**src/rtl/div_pkg.sv**
```systemverilog
// div_pkg: shared types and constants for the repeated-subtraction divider.
//   DEF_WIDTH : default operand / quotient / remainder width
//   state_t   : controller state encoding (IDLE, LDA, LDB, RUN, DONE)
package div_pkg;

  localparam int DEF_WIDTH = 16;

  typedef enum logic [2:0] {
    IDLE = 3'd0,
    LDA  = 3'd1,
    LDB  = 3'd2,
    RUN  = 3'd3,
    DONE = 3'd4
  } state_t;

endpackage

```
**src/rtl/div_by_subtraction_if.sv**
```systemverilog
// div_by_subtraction_if: request/result bundle of the divider.
//   start, data_in                 : driven by the requester (master)
//   quotient, remainder, busy,
//   done, dbz                      : driven by the divider (slave)
// Handshake: the requester raises start while the divider is idle, then
// presents the dividend and the divisor on data_in on the next two cycles.
// Results are valid while done=1; done stays high until start is seen low.
interface div_by_subtraction_if
  import div_pkg::*;
#(
  parameter int WIDTH = DEF_WIDTH
);

  logic             start;
  logic [WIDTH-1:0] data_in;
  logic [WIDTH-1:0] quotient;
  logic [WIDTH-1:0] remainder;
  logic             busy;
  logic             done;
  logic             dbz;

  modport master (
    output start, data_in,
    input  quotient, remainder, busy, done, dbz
  );

  modport slave (
    input  start, data_in,
    output quotient, remainder, busy, done, dbz
  );

endinterface

```
**src/rtl/div_ctrl.sv**
```systemverilog
// div_ctrl: controller FSM of the repeated-subtraction divider.
//   in : clk, rst_n (async, active-low), start, r_ge_d, d_eqz, q_sat
//   out: ld_r, ld_d, clr_q, sub_en, set_dbz (datapath strobes),
//        busy, done (Moore status), state (debug view of the FSM)
// Optional feature macro: DIV_ZERO_DETECT_EN enables the early exit on a
// zero divisor; without it d_eqz is ignored and set_dbz stays low.
module div_ctrl
  import div_pkg::*;
(
  input  logic   clk,
  input  logic   rst_n,
  input  logic   start,
  input  logic   r_ge_d,
  input  logic   d_eqz,
  input  logic   q_sat,
  output logic   ld_r,
  output logic   ld_d,
  output logic   clr_q,
  output logic   sub_en,
  output logic   set_dbz,
  output logic   busy,
  output logic   done,
  output state_t state
);

  state_t state_q, state_d;

  always_ff @(posedge clk or negedge rst_n) begin
    if (!rst_n) state_q <= IDLE;
    else        state_q <= state_d;
  end

  always_comb begin
    state_d = state_q;
    ld_r    = 1'b0;
    ld_d    = 1'b0;
    clr_q   = 1'b0;
    sub_en  = 1'b0;
    set_dbz = 1'b0;
    case (state_q)
      IDLE: if (start) state_d = LDA;
      LDA: begin
        ld_r    = 1'b1;
        state_d = LDB;
      end
      LDB: begin
        ld_d    = 1'b1;
        clr_q   = 1'b1;
        state_d = RUN;
      end
      RUN: begin
`ifdef DIV_ZERO_DETECT_EN
        if (d_eqz) begin
          set_dbz = 1'b1;
          state_d = DONE;
        end else
`endif
        // Stopping at an all-ones quotient keeps Q from wrapping; this is
        // also what terminates a zero divisor when detection is absent.
        if (r_ge_d && !q_sat) sub_en  = 1'b1;
        else                  state_d = DONE;
      end
      DONE: if (!start) state_d = IDLE;
      default: state_d = IDLE;
    endcase
  end

`ifndef DIV_ZERO_DETECT_EN
  logic unused_d_eqz;
  assign unused_d_eqz = d_eqz;
`endif

  assign busy  = (state_q == LDA) || (state_q == LDB) || (state_q == RUN);
  assign done  = (state_q == DONE);
  assign state = state_q;

endmodule

```
**src/rtl/div_by_subtraction.sv**
```systemverilog
// div_by_subtraction: unsigned divider by repeated subtraction.
//   clk, rst_n : clock, asynchronous active-low reset
//   bus        : div_by_subtraction_if.slave (start, data_in in;
//                quotient, remainder, busy, done, dbz out)
//   dbg_state  : current controller state
// Optional feature macro: DIV_ZERO_DETECT_EN. When defined, a zero divisor
// finishes in one RUN cycle with dbz=1; when undefined, dbz is tied low and
// a zero divisor runs until the quotient saturates at all-ones.
module div_by_subtraction
  import div_pkg::*;
#(
  parameter int WIDTH = DEF_WIDTH
)(
  input  logic   clk,
  input  logic   rst_n,
  div_by_subtraction_if.slave bus,
  output state_t dbg_state
);

  logic [WIDTH-1:0] r_q, d_q, q_q;
  logic [WIDTH-1:0] diff;
  logic r_ge_d, d_eqz, q_sat;
  logic ld_r, ld_d, clr_q, sub_en, set_dbz;

  assign r_ge_d = (r_q >= d_q);
  assign d_eqz  = (d_q == '0);
  assign q_sat  = &q_q;
  // Only consumed under sub_en, which implies r_q >= d_q: never underflows.
  assign diff   = r_q - d_q;

  div_ctrl u_ctrl (
    .clk     (clk),
    .rst_n   (rst_n),
    .start   (bus.start),
    .r_ge_d  (r_ge_d),
    .d_eqz   (d_eqz),
    .q_sat   (q_sat),
    .ld_r    (ld_r),
    .ld_d    (ld_d),
    .clr_q   (clr_q),
    .sub_en  (sub_en),
    .set_dbz (set_dbz),
    .busy    (bus.busy),
    .done    (bus.done),
    .state   (dbg_state)
  );

  always_ff @(posedge clk or negedge rst_n) begin
    if (!rst_n) begin
      r_q <= '0;
      d_q <= '0;
      q_q <= '0;
    end else begin
      if (ld_r) r_q <= bus.data_in;
      if (ld_d) d_q <= bus.data_in;
      if (clr_q) begin
        q_q <= '0;
      end else if (sub_en) begin
        r_q <= diff;
        q_q <= q_q + 1'b1;
      end else if (set_dbz) begin
        q_q <= '1;
      end
    end
  end

`ifdef DIV_ZERO_DETECT_EN
  logic dbz_q;
  always_ff @(posedge clk or negedge rst_n) begin
    if (!rst_n)       dbz_q <= 1'b0;
    else if (ld_r)    dbz_q <= 1'b0;
    else if (set_dbz) dbz_q <= 1'b1;
  end
  assign bus.dbz = dbz_q;
`else
  logic unused_set_dbz;
  assign unused_set_dbz = set_dbz;
  assign bus.dbz = 1'b0;
`endif

  assign bus.quotient  = q_q;
  assign bus.remainder = r_q;

endmodule

```
**src/flat_wrapper.sv**
```systemverilog
// flat-port wrapper written by rule: the top's interface ports become plain ports
module div_by_subtraction_flat import div_pkg::*;
#(
  parameter int WIDTH = DEF_WIDTH
)
  (clk, rst_n, dbg_state, bus_start, bus_data_in, bus_quotient, bus_remainder, bus_busy, bus_done, bus_dbz);
  div_by_subtraction_if #(.WIDTH(WIDTH)) bus_i ();
  input  logic clk;
  input  logic rst_n;
  output state_t dbg_state;
  input wire logic [$bits(bus_i.start)-1:0] bus_start;
  input wire logic [$bits(bus_i.data_in)-1:0] bus_data_in;
  output wire logic [$bits(bus_i.quotient)-1:0] bus_quotient;
  output wire logic [$bits(bus_i.remainder)-1:0] bus_remainder;
  output wire logic [$bits(bus_i.busy)-1:0] bus_busy;
  output wire logic [$bits(bus_i.done)-1:0] bus_done;
  output wire logic [$bits(bus_i.dbz)-1:0] bus_dbz;
  assign bus_i.start = bus_start;
  assign bus_i.data_in = bus_data_in;
  assign bus_quotient = bus_i.quotient;
  assign bus_remainder = bus_i.remainder;
  assign bus_busy = bus_i.busy;
  assign bus_done = bus_i.done;
  assign bus_dbz = bus_i.dbz;
  div_by_subtraction #(.WIDTH(WIDTH)) u_core (.clk(clk), .rst_n(rst_n), .bus(bus_i), .dbg_state(dbg_state));
endmodule
```
**config.mk**
```make
export PLATFORM = sky130hd
export DESIGN_NAME = div_by_subtraction_flat
export DESIGN_NICKNAME = d
export VERILOG_FILES = /design/src/rtl/div_pkg.sv /design/src/rtl/div_by_subtraction_if.sv /design/src/rtl/div_ctrl.sv /design/src/rtl/div_by_subtraction.sv /design/src/flat_wrapper.sv
export SDC_FILE = /design/constraint.sdc
export NUM_CORES = 1
export LEC_CHECK = 0
export BUFFER_PORTS_ARGS = -buffer_cell sky130_fd_sc_hd__buf_4
export CORE_MARGIN = 10
export CORE_UTILIZATION = 45
export CTS_BUF_LIST = sky130_fd_sc_hd__clkbuf_8
export DETAILED_ROUTE_END_ITERATION = 7
export PLACE_DENSITY = 0.67
export RECOVER_POWER = 100
export SKIP_CTS_REPAIR_TIMING = 1
export SKIP_LAST_GASP = 1
export SLEW_MARGIN = 20
export SYNTH_ARGS = -nofsm -noshare
export SYNTH_HDL_FRONTEND = slang
export SYNTH_SLANG_ARGS = --single-unit
```
**constraint.sdc**
```tcl
create_clock -name clk -period 3.6 [get_ports clk]
set_input_delay 0.72 -clock clk [delete_from_list [all_inputs] [get_ports clk]]
set_output_delay 0.72 -clock clk [all_outputs]
set_load 0.1 [all_outputs]
```
**After elaboration in Yosys (flattened, before gate mapping)**

Index checks and enable logic that the tools add are counted.

- Register bits after elaboration: 51
- Input bits: 19
- Output and inout bits: 38
- Word-level logic and storage cells: 35

- $add $sub $neg: 2
- $lt $le $gt $ge: 1
- Equal/unequal tests: 7
- Mux-type cells: 13
- Reduce and logical (&&, ||, !) cells: 8

Operators by type and width:

| operator | number |
|---|---|
| two-way mux 16 bit | 5 |
| adder 16 x 1 -> 16 bit (second input constant) | 1 |
| >= comparator 16 bit | 1 |
| AND reduction 16 bit | 1 |
| subtractor 16 bit | 1 |
| one-hot mux 3 bit (5 select lines) | 1 |
| two-way mux 3 bit | 3 |
| == test 3 x 2 -> 1 bit (second input constant) | 2 |
| != test 2 bit (second input constant) | 3 |
| two-way mux 1 bit | 4 |
| == test 3 x 1 -> 1 bit (second input constant) | 1 |
| == test 3 bit (second input constant) | 1 |
| zero test 3 bit | 1 |
| AND reduction 3 bit | 1 |
| logical OR 1 bit | 2 |
| nonzero test 2 bit | 1 |
| logical AND 1 bit | 1 |
| zero test 1 bit | 1 |

**Depth between registers and ports, before layout**

Gate-level depths: netlist (run 1).

- Depth in word-level cells: 7
- Mapped depth: 12
- Gate-level depth less buffers: 10

**Modules after synthesis**

A second synthesis (run 1) with hierarchy kept.

- Cell total of the unflattened synthesis: 400
- Area total of the unflattened synthesis: 3417.0 µm²

By module, submodules not included:

| module | instances | cells an instance | area an instance (µm²) | seq. area each (µm²) |
|---|---|---|---|---|
| div_by_subtraction | 1 | 379 | 3214.3 | 1201.2 |
| div_ctrl | 1 | 21 | 202.7 | 75.1 |

**Least setup slack after synthesis (run 1)**

No wires, ideal clock.

- Kind: reg-to-reg
- Start point: register u_core.r_q[0] (netlist: u_core.bus.remainder[0])
- End point: register u_core.q_q[13] (netlist: u_core.bus.quotient[13])
- Setup time: 0.078 ns
- Arrival time: 3.050 ns
- Data required time: 3.522 ns
- Slack: 0.472 ns
- Cell stages (with the launch flop): 11
- Path buffers: 0
- Clock period less this slack: 3.128 ns
- Path through: dfrtp_1 > inv_1 > ha_1 > fa_1 > nor2b_1 > o21ai_2 > a21oi_2 > o41ai_4 > a21o_4 > or4_1 > a21oi_1

- Word-level cells in the longest chain between the ends: 5

RTL lines:

| what | RTL line | RTL |
|---|---|---|
| start: declaration | div_by_subtraction.sv:20 | `logic [WIDTH-1:0] r_q, d_q, q_q;` |
| start signal: assignment | div_by_subtraction.sv:54 | `if (ld_r) r_q <= bus.data_in;` |
| start signal: assignment | div_by_subtraction.sv:59 | `r_q <= diff;` |
| >= comparator 16 bit | div_by_subtraction.sv:25 | `assign r_ge_d = (r_q >= d_q);` |
| logical AND 1 bit | div_ctrl.sv:60 | `if (r_ge_d && !q_sat) sub_en = 1'b1;` |
| two-way mux 1 bit | div_ctrl.sv:60 |  |
| two-way mux 1 bit | div_ctrl.sv:40 | `case (state_q)` |
| nonzero test 2 bit (no source line) | -- |  |
| end signal: assignment | div_by_subtraction.sv:60 | `q_q <= q_q + 1'b1;` |
| end: declaration | div_by_subtraction.sv:20 |  |

No other way between the ends.
A chain may end at the register's enable or synchronous reset.

**Worst setup path after layout (run 1)**

- Start point: register u_core.r_q[0] (netlist: u_core.bus.remainder[0])
- End point: register u_core.q_q[3] (netlist: u_core.bus.quotient[3])

The elaborated chain is that of the path after synthesis.

==> results of run 1 <==
## metrics by stage
stage	std cells	instance area, um2	utilization [%]
2_1_floorplan	344	3110	-
3_3_place_gp	470	3590	53.2
3_5_place_dp	470	3590	53.2
4_1_cts	478	3670	54.4
5_1_grt	478	3520	52.1
6_report	478	3520	52.1
## sequential cells by signal, summed over array words and instances, names as in the netlist
| signal | cells |
|---|---|
| u_core.d_q | 16 |
| u_core.bus.remainder | 16 |
| u_core.bus.quotient | 16 |
| u_core.u_ctrl.state | 3 |
## worst paths after layout
kind / startpoint / to / cells past startpoint
worst max-delay path: u_core.bus.remainder[0] / u_core.bus.quotient[3] / 11
worst min-delay path: rst_n / u_core.bus.quotient[5] / 1
worst max register to register: u_core.bus.remainder[0] / u_core.bus.quotient[3] / 11
worst min register to register: u_core.d_q[0] / u_core.d_q[0] / 2
max in group asynchronous: rst_n / u_core.bus.remainder[10] / 1
min in group clk: u_core.d_q[0] / u_core.d_q[0] / 2
## layout make-up
type	count	area share, %
Multi-Input combinational cell	259	47.8
Sequential cell	51	36.3
Timing Repair Buffer	59	8.53
Tap cell	80	2.84
Inverter	21	2.24
Clock buffer	5	1.96
Clock inverter	3	0.355
## per-layer routing
metal	GRT usage, %	wire [um]	up-vias
met5	0	0	-
met1	18.5	3410	1235
met2	23.2	3360	58
met4	4.71	107	0
li1	-	-	1312
met3	3.75	429	9
## logic make-up (layout without fill, tap and decap cells)
| kind of cell | count (synthesis) | after routing |
|---|---|---|
| AND/OR/NAND/NOR | 116 | 116 |
| AO/OA/AOI/OAI | 99 | 99 |
| flip-flops | 51 | 51 |
| buffers and inverters | 34 | 88 |
| adder cells (fa/ha/maj) | 18 | 18 |
| XOR/XNOR | 15 | 15 |
| multiplexers | 10 | 10 |
| other | 1 | 1 |
## worst max-delay path, cell delays in order (launching register included)
cell and delay [ps]:
sky130_fd_sc_hd__dfrtp_1 360, sky130_fd_sc_hd__inv_1 60, sky130_fd_sc_hd__ha_1 220, sky130_fd_sc_hd__fa_1 420
sky130_fd_sc_hd__nor2b_1 120, sky130_fd_sc_hd__o21ai_0 110, sky130_fd_sc_hd__a21oi_1 310, sky130_fd_sc_hd__o41ai_4 160
sky130_fd_sc_hd__a21oi_1 620, sky130_fd_sc_hd__buf_4 310, sky130_fd_sc_hd__nand3_1 110, sky130_fd_sc_hd__mux2i_1 130
## cell usage in the layout (no fill, tap or decap), drive strengths merged, types with 11 or more instances in the layout
cell / Yosys / layout
a21oi: 29 / 29
buf: 3 / 21
clkbuf: 10 / 43
dfrtp: 51 / 51
ha: 17 / 17
inv: 21 / 23
nand2: 55 / 55
nor2: 11 / 11
o21ai: 38 / 38
xnor2: 12 / 12
==> flow_summary.yaml, run 1 <==
status:
  run_status: "finished clean"
logic_synthesis:
  post_synth.cell_area_avg_um2: 9.03
  yosys.area_share.adder_pct: 7.49
  yosys_most_used_dff: "sky130_fd_sc_hd__dfrtp_1"
  yosysWarnings: 0
  share_of_the_synthesized_area_in_compound_gates_ao_oa_aoi_oai_pct: 20.4
  synthXorXnorAreaFrac_pct: 4.23
  synth_top_cells_by_area: "sky130_fd_sc_hd__dfrtp_1, sky130_fd_sc_hd__ha_1, sky130_fd_sc_hd__nand2_1, sky130_fd_sc_hd__a21oi_1, sky130_fd_sc_hd__o21ai_0"
  synth_common_cells: "sky130_fd_sc_hd__nand2_1, sky130_fd_sc_hd__dfrtp_1, sky130_fd_sc_hd__a21oi_1, sky130_fd_sc_hd__o21ai_0, sky130_fd_sc_hd__inv_1"
  post-synth-top-area-cell: "sky130_fd_sc_hd__dfrtp_1"
  ys_types: 48
  synth_edf_count: 0
  share_of_yosys_cell_area_claimed_by_the_top_area_cell_type_pct: 41.1
  synthMostInstantiatedCell: "sky130_fd_sc_hd__nand2_1"
  synth.area.mux_share_pct: 3.26
  synth_sequential_area_ratio_pct: 41.1
  synth-seq-cells: 51
  synthesis.area_mm2: 0.00311
  synth-simple-area-share_pct: 18.9
  synthArstFlopShare_pct: 100
  synthesized_netlist_net_count: 381
  synthesis.instances: 344
  combinational_family_with_the_most_area_after_synthesis: "compound AO/OA/AOI/OAI gates"
cells_and_area:
  total_area_of_sequential_cells_mm2: 0.00128
  fillers: 687
  nNetsFinal: 434
  diodes: 0
  final_layout_size_suffix_gt1_share_pct: 9.55
  multiInputGateArea_mm2: 0.00168
  layout-area-overhead-vs-synth_pct: 13.2
worst_setup_path:
  setup.worst_path.end_class: "register"
  cp-start-kind: "register"
  criticalPathCategory: "reg -> reg"
  reg2reg_slack_ps: 560
  worst_ep_required_time_ps: 3800
  critical_path_arrival_ps: 3240
  worst-path-max-fanout: 13
timing:
  max_slew_margin_pct: 9.35
  setup_violations: 0
  highest_clock_rate_mhz: 329
  rsz_0062_raised_after_global_routing: "false"
  finalSetupTns_ps: 0
  post-route-worst-setup-slack_ps: 560
  timing.final.hold_violations: 0
  post-route-min-period_ps: 3040
  report.final.slew_viol_count: 0
  fraction_of_the_cycle_the_final_worst_path_needs_pct: 84.5
  fin_hold_ws_ps: 433
  fin_worst_skew_ps: 7.46
  timing_worst_slew_pin_value_ps: 1360
cts:
  cts_root_buf: "sky130_fd_sc_hd__clkbuf_8"
  clk_latency_worst_skew_pair_ps: 310
  cts.reportedPaths.clkPinSlew_ps: 90
  cts_made_buffers: 5
  clkSinkCount: 51
  cts-root-to-sink-buffers: 2
  clock_tree_from_tritoncts: "done"
  htree_num_levels: 2
job:
  cap_violations: 0
global_routing:
  grt_pass1_vias: 2678
  globalRouteTotalUtil_pct: 14.5
  largest_net_degree_at_the_start_of_global_routing: 52
  grt_antenna_before_repair: 0
  overflow: 0
  grt_pass1_wl_mm: 12.5
place:
  place.port_buffers: 55
  placed_wire_length_estimate_mm: 5.59
  place_congestion: 0.855
  worst_slack_after_detailed_placement_ps: 884
die:
  start_util_pct: 46.0
  placementRows: 30
  floorplan.core_area_mm2: 0.00676
  die_height_um: 103
  floorplan.die_area_mm2: 0.0106
  floorplan.io_pins: 57
  horizontal_die_dimension_um: 103
route:
  avgRoutedWirePerCell_um: 15.3
  drc: 0
  drt.antenna.violating_nets: 0
  drt_iter0_drc: 132
  detail_route.first_pass.iterations: 4
  drt_total_wl_mm: 7.30
  routed_via_density: 5.47
  num_vias: 2614
hold_path:
  worst_hold_path_type: "in -> async"
Power of run 1 is left out: the tool's default activity adds up to more than one toggle a clock period on the data nets, which glitch-free logic cannot reach.
==> run 2: changes to the inputs <==
==> constraint.sdc (replaced) <==
create_clock -name clk -period 2.9 [get_ports clk]
set_input_delay 0.58 -clock clk [delete_from_list [all_inputs] [get_ports clk]]
set_output_delay 0.58 -clock clk [all_outputs]
set_load 0.1 [all_outputs]
==> run 2 against run 1 <==
Effect of this change: count of clock-buffer cells in the layout unchanged; worst hold slack better by 45 ps; highest routed layer unchanged; sequential share of layout area fell by 0.11 points; critical endpoint is now u_core.bus.quotient[11].
==> flow_summary.yaml, run 2 (synthesis gave the netlist of run 1 again) <==
place:
  place.port_buffers: 55
  placed_wire_length_estimate_mm: 5.44
  placedInstanceArea_mm2: 0.00360
  place_congestion: 0.851
timing:
  fraction_of_the_cycle_the_final_worst_path_needs_pct: 93.4
  highest_clock_rate_mhz: 369
  timing_worst_slew_pin_value_ps: 1330
  setup_violations: 0
  timing.final.hold_violations: 0
  finalSetupTns_ps: 0
  post-route-min-period_ps: 2710
  max_slew_margin_pct: 11.7
  report.final.slew_viol_count: 0
  fin_worst_skew_ps: 13.6
  rsz_0062_raised_after_global_routing: "false"
cells_and_area:
  layout_common_cells: "sky130_fd_sc_hd__nand2_1, sky130_fd_sc_hd__dfrtp_1, sky130_fd_sc_hd__clkbuf_1"
  stdcell_area_mm2: 0.00354
  fillers: 663
  diodes: 0
  final_layout_size_suffix_gt1_share_pct: 11.6
  layout-area-overhead-vs-synth_pct: 13.8
  nNetsFinal: 434
  mostFrequentLayoutCell: "sky130_fd_sc_hd__nand2_1"
route:
  highest_layer: "met4"
  routed_via_density: 5.48
  detail_route.first_pass.iterations: 4
  drt.antenna.violating_nets: 0
  drt_total_wl_mm: 7.24
  drc: 0
  routed-wl-met2_mm: 3.33
  drt-met1-wl_mm: 3.41
  drt_iter0_drc: 116
  num_vias: 2619
  dr_wl_met3_um: 430
  avgRoutedWirePerCell_um: 15.1
status:
  run_status: "finished clean"
worst_setup_path:
  setup.worst_path.end_class: "register"
  criticalPathCategory: "reg -> reg"
  slowest_stage: "sky130_fd_sc_hd__or4_1"
  worst-path-max-fanout: 28
  worst_path_largest_cell_delay_ps: 500
  worst_path_cell_trace: "inv_1 -> ha_1 -> fa_1 -> nor2b_1 -> o21ai_2 -> a21oi_2 -> o41ai_4 -> a21o_4 -> or4_1 -> a21oi_1"
  critical_path_arrival_ps: 2920
  worst_ep_required_time_ps: 3110
  cp-start-kind: "register"
hold_path:
  worst_hold_path_type: "in -> reg"
global_routing:
  grt_pass1_vias: 2563
  grt_pass1_wl_mm: 12.1
  globalRouteTotalUtil_pct: 14.0
  overflow: 0
  largest_net_degree_at_the_start_of_global_routing: 52
  grt_antenna_before_repair: 0
cts:
  htree_num_levels: 2
  clkSinkCount: 51
  clock_tree_from_tritoncts: "done"
  cts_root_buf: "sky130_fd_sc_hd__clkbuf_8"
  cts_made_buffers: 5
  cts-root-to-sink-buffers: 2
  clk_latency_worst_skew_pair_ps: 300
  cts.reportedPaths.clkPinSlew_ps: 100
die:
  placementRows: 30
  start_util_pct: 46.0
  floorplan.io_pins: 57
  horizontal_die_dimension_um: 103
  floorplan.core_area_mm2: 0.00676
  floorplan.die_area_mm2: 0.0106
  die_height_um: 103
job:
  cap_violations: 0
==> run 2: cell types whose count changed in the layout (fill, tap and decap cells not counted), sizes merged <==
cell / before / now
inv: 23 / 22
clkinv: 1 / 2
buf: 21 / 19
clkbuf: 43 / 45
==> run 2: stage by stage <==
step	std cells	utilization (%)	hold slack, ps	setup WS [ps]
final	478	52.4	478	191
after global routing	478	52.4	481	33.9
after CTS	478	54.5	313	215
after detailed placement	470	53.2	477	237
after global placement	470	53.2	468	298
after floorplan	344	-	284	13.1
==> run 2: area by class of cell <==
| cell class | instances | area [um2] | area share, % |
|---|---|---|---|
| inverter | 21 | 78.8 | 2.23 |
| tap | 80 | 100 | 2.83 |
| timing repair buffer | 59 | 297 | 8.38 |
| sequential | 51 | 1280 | 36.2 |
| clock inverter | 3 | 17.5 | 0.495 |
| clock buffer | 5 | 68.8 | 1.95 |
| multi-input combinational | 259 | 1700 | 48.0 |
==> run 2: routing by layer <==
metal	GRT usage, %	vias to the layer above
met5	0	-
met4	4.28	0
met3	3.69	6
met2	22.4	60
met1	18.1	1230
li1	-	1323
==> run 2: worst paths after layout <==
path / startpoint / to / slack [ps] / cells past startpoint
worst max-delay path: u_core.bus.remainder[0] / u_core.bus.quotient[11] / 190 / 10
worst min-delay path: bus_data_in[0] / u_core.d_q[0] / 480 / 3
worst max register to register: u_core.bus.remainder[0] / u_core.bus.quotient[11] / 190 / 10
worst min register to register: u_core.d_q[0] / u_core.d_q[0] / 500 / 2
max in group asynchronous: rst_n / u_core.bus.remainder[1] / 1470 / 1
min in group asynchronous: rst_n / u_core.bus.quotient[4] / 560 / 1
==> run 2: worst max-delay path, delay by kind of cell, from the launching register on <==
kind	cells	cell delay, ps
AO/OA/AOI/OAI	5	920
flip-flops	1	370
buffers and inverters	1	50
AND/OR/NAND/NOR	2	650
adder cells (fa/ha/maj)	2	630
Power of run 2 is left out for the same reason.
==> run 3: changes to the inputs <==
--- a/config.mk
+++ b/config.mk
@@ -10,11 +10,12 @@
 export CORE_UTILIZATION = 45
 export CTS_BUF_LIST = sky130_fd_sc_hd__clkbuf_8
 export DETAILED_ROUTE_END_ITERATION = 7
-export PLACE_DENSITY = 0.67
+export PLACE_DENSITY = 0.66
 export RECOVER_POWER = 100
 export SKIP_CTS_REPAIR_TIMING = 1
 export SKIP_LAST_GASP = 1
 export SLEW_MARGIN = 20
 export SYNTH_ARGS = -nofsm -noshare
 export SYNTH_HDL_FRONTEND = slang
+export SYNTH_HIERARCHICAL = 1
 export SYNTH_SLANG_ARGS = --single-unit
==> run 3 against run 2 <==
Effect of this change: the flow now finishes with violations (setup timing); non-clock buffer count rose by 31; fmax down 13%; register-to-register slack lost 400 ps; clock skew shrank 4.0 ps; via count grew 23%; critical endpoint is now u_core/bus.remainder[12]; highest routed layer unchanged.
==> flow_summary.yaml, run 3 <==
place:
  place_congestion: 0.872
  placed_wire_length_estimate_mm: 6.59
  place.port_buffers: 55
  worst_slack_after_detailed_placement_ps: -270
  placedInstanceArea_mm2: 0.00417
die:
  floorplan.core_area_mm2: 0.00729
  die_height_um: 107
  floorplan.die_area_mm2: 0.0114
  floorplan.io_pins: 57
  placementRows: 31
  horizontal_die_dimension_um: 107
  start_util_pct: 46.4
route:
  drt_total_wl_mm: 9.12
  drt_iter0_drc: 200
  detail_route.first_pass.iterations: 4
  drc: 0
  avgRoutedWirePerCell_um: 16.1
  routed_via_density: 5.67
  drt.antenna.violating_nets: 0
  num_vias: 3216
timing:
  post-route-min-period_ps: 3110
  report.final.slew_viol_count: 0
  rsz_0062_raised_after_global_routing: "true"
  timing.final.hold_violations: 0
  post-route-worst-setup-slack_ps: -211
  timing_worst_slew_pin_value_ps: 1290
  setup_violations: 29
  fraction_of_the_cycle_the_final_worst_path_needs_pct: 107
  fin_worst_skew_ps: 9.65
  max_slew_margin_pct: 14.3
  highest_clock_rate_mhz: 321
worst_setup_path:
  critical_path_arrival_ps: 3310
  worst_ep_required_time_ps: 3100
  worst-path-max-fanout: 13
  worst_path_cell_trace: "inv_4 -> ha_4 -> fa_2 -> and2b_2 -> o2111a_2 -> o31ai_4 -> o31ai_2 -> a31o_1 -> nand2b_1 -> nor2_4 -> nor2b_4 -> buf_12 -> nand3_1 -> o221ai_2 -> a211oi_2"
  slowest_stage: "sky130_fd_sc_hd__dfrtp_4"
  criticalPathCategory: "reg -> reg"
  setup.worst_path.end_class: "register"
  cp-start-kind: "register"
  worst_path_largest_cell_delay_ps: 430
global_routing:
  globalRouteTotalUtil_pct: 16.1
  grt_antenna_before_repair: 0
  grt_pass1_vias: 3241
  overflow: 0
  largest_net_degree_at_the_start_of_global_routing: 52
  grt_pass1_wl_mm: 15.6
hold_path:
  worst_hold_path_type: "in -> reg"
cells_and_area:
  layout-area-overhead-vs-synth_pct: 27.4
  stdcell_area_mm2: 0.00431
  nNetsFinal: 504
  layout_common_cells: "sky130_fd_sc_hd__buf_4, sky130_fd_sc_hd__nand2_1, sky130_fd_sc_hd__dfrtp_1"
  mostFrequentLayoutCell: "sky130_fd_sc_hd__buf_4"
  diodes: 0
  final_layout_size_suffix_gt1_share_pct: 26.7
logic_synthesis:
  post_synth.cell_area_avg_um2: 8.57
  yosysWarnings: 6
  synthesized_netlist_net_count: 432
  synthesis.instances: 395
  synthesis.area_mm2: 0.00338
cts:
  cts_root_buf: "sky130_fd_sc_hd__clkbuf_8"
  cts-root-to-sink-buffers: 2
  clk_latency_worst_skew_pair_ps: 310
  clkSinkCount: 51
  htree_num_levels: 2
  cts_made_buffers: 5
  cts.reportedPaths.clkPinSlew_ps: 100
  clock_tree_from_tritoncts: "done"
status:
  run_status: "finished with violations"
  violations_in_the_final_reports: "setup timing"
job:
  cap_violations: 0
[run 3: final cells by class]
| cell class | instances | area (um2) |
|---|---|---|
| Fill cell | 709 | 2980 |
| Multi-Input combinational cell | 295 | 2060 |
| Clock buffer | 5 | 68.8 |
| Tap cell | 99 | 124 |
| Sequential cell | 51 | 1310 |
| Timing Repair Buffer | 90 | 618 |
| Inverter | 24 | 92.6 |
| Clock inverter | 3 | 43.8 |
[run 3: metrics by stage]
step	util (%)	hold WS, ps	TNS, ps	instances
after floorplan	-	284	-6230	395
after global placement	57.2	504	-2910	552
after detailed placement	57.2	506	-5390	552
after CTS	58.7	320	-6140	560
after global routing	59.1	486	-6470	567
final	59.1	479	-2820	567
[run 3: layer usage]
layer,up-vias,GRT usage (%),part of all wire (%)
met5,-,0,0
li1,1573,-,-
met2,63,26.6,48
met4,0,3.68,0.99
met3,10,3.95,4.7
met1,1570,20.7,47
[run 3: critical path, delay by kind of cell (launching register included)]
family / cells / cell delay, ps
buf+inv: 2 / 200
flops: 1 / 430
simple gates: 5 / 860
fa+ha+maj: 2 / 480
compound gates: 6 / 1030
[run 3: final timing paths]
kind                                          from  cells past startpoint  slack (ps)                       end
setup / recovery           u_core/bus.remainder[0]                     15        -210  u_core/bus.remainder[12]
hold / removal                     bus_data_in[11]                      3         480            u_core/d_q[11]
setup reg to reg           u_core/bus.remainder[0]                     15        -210  u_core/bus.remainder[12]
hold reg to reg             u_core/bus.quotient[0]                      1         520    u_core/bus.quotient[0]
max in group asynchronous                    rst_n                      1        1420   u_core/bus.remainder[1]
min in group asynchronous                    rst_n                      1         530    u_core/bus.quotient[8]
Power of run 3 is left out for the same reason.
